`src/rtl/shoot_game_pkg.sv`:
```
// Shared encodings for the shooting-game flow controller: state codes and PS/2 set-2 make codes.
package shoot_game_pkg;

    typedef enum logic [2:0] {
        ST_IDLE      = 3'd0,
        ST_COUNTDOWN = 3'd1,
        ST_PLAY      = 3'd2,
        ST_HIT_PAUSE = 3'd3,
        ST_GAME_OVER = 3'd4
    } state_t;

    localparam logic [7:0] KEY_LEFT  = 8'h6B;
    localparam logic [7:0] KEY_RIGHT = 8'h74;
    localparam logic [7:0] KEY_SPACE = 8'h29;

    function automatic int max_int(input int a, input int b);
        return (a > b) ? a : b;
    endfunction

endpackage

```
`src/rtl/sync_edge_det.sv`:
```
// Two-flop synchronizer for an asynchronous level, plus a one-cycle pulse on its rising edge.
module sync_edge_det (
    input  logic clk,
    input  logic rst_n,
    input  logic i_d,
    output logic o_rise
);

    logic r_meta;
    logic r_sync;
    logic r_prev;

    always_ff @(posedge clk or negedge rst_n) begin
        if (!rst_n) begin
            r_meta <= 1'b0;
            r_sync <= 1'b0;
            r_prev <= 1'b0;
        end else begin
            r_meta <= i_d;
            r_sync <= r_meta;
            r_prev <= r_sync;
        end
    end

    assign o_rise = r_sync & ~r_prev;

endmodule

```
`src/rtl/game_flow_ctrl.sv`:
```
// Game-level sequencer: start/countdown/play/hit-pause/game-over flow, frame gating, shot arbitration,
// score and lives. All outputs registered, one cycle after the causing input or frame tick.
module game_flow_ctrl
    import shoot_game_pkg::*;
#(
    parameter int LIVES_INIT       = 3,
    parameter int SCORE_W          = 8,
    parameter int COUNTDOWN_FRAMES = 120,
    parameter int HIT_FRAMES       = 60
) (
    input  logic               board_clk,
    input  logic               reset_n,
    input  logic               start,
    input  logic               vsync,
    input  logic               key_valid,
    input  logic [7:0]         key_code,
    input  logic               key_break,
    output logic               key_ready,
    input  logic               shot_done,
    input  logic               hit,
    input  logic               player_hit,
    output logic [2:0]         state,
    output logic               frame_en,
    output logic               move_left,
    output logic               move_right,
    output logic               fire,
    output logic               shot_active,
    output logic [SCORE_W-1:0] score,
    output logic [1:0]         lives
);

    localparam int CNT_MAX = max_int(COUNTDOWN_FRAMES, HIT_FRAMES);
    localparam int CNT_W   = $clog2(CNT_MAX + 1);

    localparam logic [CNT_W-1:0] CNT_CD_LOAD  = CNT_W'(COUNTDOWN_FRAMES - 1);
    localparam logic [CNT_W-1:0] CNT_HIT_LOAD = CNT_W'(HIT_FRAMES - 1);
    localparam logic [1:0]       LIVES_LOAD   = 2'(LIVES_INIT);

    state_t             r_state;
    logic [CNT_W-1:0]   r_cnt;
    logic [SCORE_W-1:0] r_score;
    logic [1:0]         r_lives;
    logic               r_shot_active;
    logic               r_fire;
    logic               r_left_held;
    logic               r_right_held;
    logic               r_frame_en;
    logic               r_move_left;
    logic               r_move_right;
    logic               r_key_ready;
    logic               r_vsync_d;
    logic               r_tick;

    state_t             w_state_nxt;
    logic [CNT_W-1:0]   w_cnt_nxt;
    logic [SCORE_W-1:0] w_score_nxt;
    logic [1:0]         w_lives_nxt;
    logic               w_shot_nxt;
    logic               w_fire_nxt;
    logic               w_left_nxt;
    logic               w_right_nxt;
    logic               w_frame_nxt;
    logic               w_mleft_nxt;
    logic               w_mright_nxt;
    logic               w_start_rise;
    logic               w_key_acc;
    logic               w_space_press;

    sync_edge_det u_start_sync (
        .clk    (board_clk),
        .rst_n  (reset_n),
        .i_d    (start),
        .o_rise (w_start_rise)
    );

    assign w_key_acc     = key_valid & r_key_ready;
    assign w_space_press = w_key_acc & (key_code == KEY_SPACE) & ~key_break;

    // vsync is active-low: a frame begins on its falling edge.
    always_ff @(posedge board_clk or negedge reset_n) begin
        if (!reset_n) begin
            r_vsync_d   <= 1'b0;
            r_tick      <= 1'b0;
            r_key_ready <= 1'b0;
        end else begin
            r_vsync_d   <= vsync;
            r_tick      <= r_vsync_d & ~vsync;
            r_key_ready <= 1'b1;
        end
    end

    always_ff @(posedge board_clk or negedge reset_n) begin
        if (!reset_n) begin
            r_state       <= ST_IDLE;
            r_cnt         <= '0;
            r_score       <= '0;
            r_lives       <= '0;
            r_shot_active <= 1'b0;
            r_fire        <= 1'b0;
            r_left_held   <= 1'b0;
            r_right_held  <= 1'b0;
            r_frame_en    <= 1'b0;
            r_move_left   <= 1'b0;
            r_move_right  <= 1'b0;
        end else begin
            r_state       <= w_state_nxt;
            r_cnt         <= w_cnt_nxt;
            r_score       <= w_score_nxt;
            r_lives       <= w_lives_nxt;
            r_shot_active <= w_shot_nxt;
            r_fire        <= w_fire_nxt;
            r_left_held   <= w_left_nxt;
            r_right_held  <= w_right_nxt;
            r_frame_en    <= w_frame_nxt;
            r_move_left   <= w_mleft_nxt;
            r_move_right  <= w_mright_nxt;
        end
    end

    always_comb begin
        w_state_nxt  = r_state;
        w_cnt_nxt    = r_cnt;
        w_score_nxt  = r_score;
        w_lives_nxt  = r_lives;
        w_shot_nxt   = r_shot_active;
        w_fire_nxt   = 1'b0;
        w_left_nxt   = 1'b0;
        w_right_nxt  = 1'b0;
        w_frame_nxt  = 1'b0;
        w_mleft_nxt  = 1'b0;
        w_mright_nxt = 1'b0;

        case (r_state)
            ST_IDLE, ST_GAME_OVER: begin
                if (w_start_rise) begin
                    w_state_nxt = ST_COUNTDOWN;
                    w_score_nxt = '0;
                    w_lives_nxt = LIVES_LOAD;
                    w_cnt_nxt   = CNT_CD_LOAD;
                end
            end

            ST_COUNTDOWN: begin
                if (r_tick) begin
                    if (r_cnt == '0) w_state_nxt = ST_PLAY;
                    else             w_cnt_nxt   = r_cnt - 1'b1;
                end
            end

            ST_PLAY: begin
                w_left_nxt   = r_left_held;
                w_right_nxt  = r_right_held;
                w_frame_nxt  = r_tick;
                w_mleft_nxt  = r_tick & r_left_held & ~r_right_held;
                w_mright_nxt = r_tick & r_right_held & ~r_left_held;

                if (w_key_acc && key_code == KEY_LEFT)  w_left_nxt  = ~key_break;
                if (w_key_acc && key_code == KEY_RIGHT) w_right_nxt = ~key_break;

                // A shot ending this cycle wins over a new launch request.
                if (w_space_press && !r_shot_active && !shot_done && !hit) begin
                    w_fire_nxt = 1'b1;
                    w_shot_nxt = 1'b1;
                end
                if (shot_done || hit) w_shot_nxt = 1'b0;

                if (hit && !(&r_score)) w_score_nxt = r_score + 1'b1;

                if (player_hit) begin
                    w_fire_nxt  = 1'b0;
                    w_shot_nxt  = 1'b0;
                    w_left_nxt  = 1'b0;
                    w_right_nxt = 1'b0;
                    if (r_lives <= 2'd1) begin
                        w_lives_nxt = 2'd0;
                        w_state_nxt = ST_GAME_OVER;
                    end else begin
                        w_lives_nxt = r_lives - 2'd1;
                        w_state_nxt = ST_HIT_PAUSE;
                        w_cnt_nxt   = CNT_HIT_LOAD;
                    end
                end
            end

            ST_HIT_PAUSE: begin
                if (r_tick) begin
                    if (r_cnt == '0) w_state_nxt = ST_PLAY;
                    else             w_cnt_nxt   = r_cnt - 1'b1;
                end
            end

            default: w_state_nxt = ST_IDLE;
        endcase
    end

    assign key_ready   = r_key_ready;
    assign state       = r_state;
    assign frame_en    = r_frame_en;
    assign move_left   = r_move_left;
    assign move_right  = r_move_right;
    assign fire        = r_fire;
    assign shot_active = r_shot_active;
    assign score       = r_score;
    assign lives       = r_lives;

endmodule

```
`config.mk`:
```
export PLATFORM = sky130hd
export DESIGN_NAME = game_flow_ctrl
export DESIGN_NICKNAME = d
export VERILOG_FILES = /design/src/rtl/shoot_game_pkg.sv /design/src/rtl/sync_edge_det.sv /design/src/rtl/game_flow_ctrl.sv
export SDC_FILE = /design/constraint.sdc
export NUM_CORES = 1
export LEC_CHECK = 0
export BUFFER_PORTS_ARGS = -buffer_cell sky130_fd_sc_hd__buf_2
export CAP_MARGIN = 40
export CORE_MARGIN = 2
export CORE_UTILIZATION = 30
export CTS_CLUSTER_DIAMETER = 60
export CTS_CLUSTER_SIZE = 30
export DETAILED_ROUTE_END_ITERATION = 8
export PLACE_DENSITY = 0.57
export SLEW_MARGIN = 10
export SYNTH_ARGS = -nofsm -noshare
export SYNTH_HDL_FRONTEND = slang
export SYNTH_HIERARCHICAL = 1
export SYNTH_SLANG_ARGS = --single-unit
```
`constraint.sdc`:
```
create_clock -name board_clk -period 2.1 [get_ports board_clk]
set_clock_uncertainty 0.1 [all_clocks]
set_input_delay 0.105 -clock board_clk [delete_from_list [all_inputs] [get_ports board_clk]]
set_output_delay 0.105 -clock board_clk [all_outputs]
set_load 0.005 [all_outputs]
```
==> metrics <==
status finished clean; cell taking the most area after synthesis dfrtp_1; core area about 5500 um^2; Seq/Total Area, Yosys about 47%; Synth Area in Adders under 10%; CP max FO 12; largest family of logic cells by synthesized area simple AND/OR/NAND/NOR gates; chip width approximately 80 um; Fin. Hold Viols 0; Worst EP required roughly 2.2 ns; RSZ-0062 raised after global routing no; fmax roughly 0.53 GHz; H-Tree Depth 2; Leak 1.02 nW; top-area cell type share of the netlist area 47.4%; Setup crit start kind flip-flop; simple-gate share of the synthesized area 24.4%; PnR Total Power 2.34 mW; routed length per placed instance 13.1 um; most frequent cells in the layout buf_2, dfrtp_1, nand2_1, nor2_1, inv_1; Slew @ Worst Pin about 0.75 ns; Slew headroom between 50% and 60%; Crit path largest cell delay 0.60 ns; Setup crit end kind flip-flop; FILL cells around 560; Port Buffer Count 35; Post-Syn Instances 168; Net Count, Synth approximately 190; CTS root buffer clkbuf_8; DR vias about 1.4k; die height 80.2 um; CTS tree yes; Layout Nets about 230; clock sinks 33; Synth Flop Type dfrtp_1; layout cells sized above 1 between 20% and 30%; number of synthesized flops with an enable pin 0; final max-slew violation count 0; Initial Util between 30% and 40%; Post-CTS Setup Bufs 0; post-synthesis mux area share under 10%; Tightest Hold Check Type input pin to flip-flop; FF/Latch Area a little over 800 um^2; crit path kind flip-flop to flip-flop; DP Wirelength 2720 um; gr usage total around an eighth; Area Overhead vs Synth 24.6%; die area 6430 um^2; Worst EP arrival between 1.5 and 2 ns; Cell variety after synth between 50 and 60; clock-pin transition on the worst setup and hold timing paths ~0.07 ns; total CTS buffers 5; first-pass iteration count of the detailed router 4; initial antenna violation count 0; Post-Syn Area between 1500 and 2000 um^2; Final Setup Violations 0; Area contributors post-synth dfrtp_1, mux2i_1, nand2_1, ha_1, nor2_1; clock insertion delay at the later pin of the skew report 0.28 ns; asr flop ratio synth 100%; slowest CP cell or4b_4; DRC Markers 0; Post-Syn Area per Cell between 10 and 15 um^2; site row count 27; Routed WL 3720 um; GP Congestion ~0.75; setup TNS 0 ns; Max IR drop VDD 0.000506 V; largest net degree at the start of global routing 34; Seq cells post-synth 33; Via density between 4 and 5; commonest non-fill, non-tap cell in the layout buf_2; IO Pins 36; Synth Area in Compound Gates 15.9%; ANT cells 0; Synth Area in XOR/XNOR 1.01%; max-cap violation count 0; Multi-input gate area 841 um^2; Ys Warns 6; part of the cycle the worst path needs between 90% and 100%; gr ovfl total 0; global-route wire length before repair ~6400 um; Power per Cell Area approximately 1100 nW/um^2; sequence of cells on the critical path or4b_4, nand3_2, nor3_1, a211o_1; Post-DRT Antenna Nets 0; initial DRC count 91; vias in the first global route around 1.4k; Clock Path Buffers 2; Final min period between 1.5 and 2 ns
[cell usage after synthesis, types with 2 or more instances]
cell,instances
a211oi_1,4
nand2b_1,5
mux2i_1,8
nor4_1,2
and3_1,3
a21boi_1,3
nor3b_1,4
nor2b_1,2
nor3_1,4
buf_2,3
nand2_1,15
ha_1,3
nor2_1,10
nand4_1,2
a31oi_1,3
nand3_1,6
dfrtp_1,33
a21oi_1,4
nor4bb_1,3
a22oi_1,2
inv_1,9
buf_6,2
or3_1,2
o21ai_0,6
[layer usage]
metal | routed length (um) | vias up | global-route usage, %
met2 | 1690 | 23 | 19.7
met4 | 34 | 0 | 3.56
met3 | 128 | 4 | 4.04
met5 | 0 | - | 0
li1 | - | 703 | -
met1 | 1870 | 654 | 16.8
[state kept, by name (all words and copies together) (netlist names), 2 cells and up]
name,cells
score,8
lives,2
state,3
r_cnt,7
[power by group]
part / leakage, nW / switching, mW / internal (mW)
clock: 0.0681 / 0.235 / 0.471
sequential: 0.399 / 0.170 / 0.774
combinational: 0.552 / 0.373 / 0.312
total: 1.02 / 0.778 / 1.56
[through the flow]
step | util (%) | cell area [um^2] | setup slack (ns) | hold WS [ns] | cells
floorplan | - | 1740 | 0.324 | -0.291 | 168
global placement | 36.0 | 2000 | 0.248 | 0.114 | 273
detailed placement | 36.0 | 2000 | 0.201 | 0.114 | 273
CTS | 39.2 | 2170 | 0.192 | 0.0111 | 285
global route | 39.2 | 2170 | 0.0901 | 0.0218 | 285
finish | 39.2 | 2170 | 0.206 | 0.0150 | 285
[area by class of cell]
cell class | count | share of cell area, %
clock buffers | 5 | 3.17
multi-input cells | 120 | 38.8
clock inverters | 3 | 3.00
repair buffers | 43 | 11.3
well taps | 72 | 4.15
inverters | 9 | 1.56
flip-flops and latches | 33 | 38.1
[critical path: cells and delay by family (launching register included)]
kind             cells  cell delay [ns]
AO/OA/AOI/OAI        1             0.29
flip-flops           1             0.48
AND/OR/NAND/NOR      3             0.92
[cells by family after synthesis]
| group | Yosys count |
|---|---|
| AND/OR/NAND/NOR | 70 |
| AO/OA/AOI/OAI | 36 |
| flip-flops | 33 |
| buffers and inverters | 15 |
| multiplexers | 8 |
| adder cells (fa/ha/maj) | 3 |
| XOR/XNOR | 2 |
| other | 1 |
[worst paths after layout]
check,startpoint,endpoint,slack (ns),cells after the start
worst min register to register,u_start_sync/r_meta,u_start_sync/r_sync,0.25,0
min in group asynchronous,reset_n,score[6],0.32,2
worst min-delay path,key_break,r_left_held,0.02,3
max in group asynchronous,reset_n,r_right_held,1.10,2
worst max register to register,state[2],lives[0],0.21,4
worst max-delay path,state[2],lives[0],0.21,4
[what timing repair did]
| action | 4_1_cts | 5_1_grt |
|---|---|---|
| endpoints found under the hold margin | 37 | 0 |
| gates resized for setup | 0 | 0 |
| hold buffers | 4 | 0 |
Power figures use the tool's default switching activity.
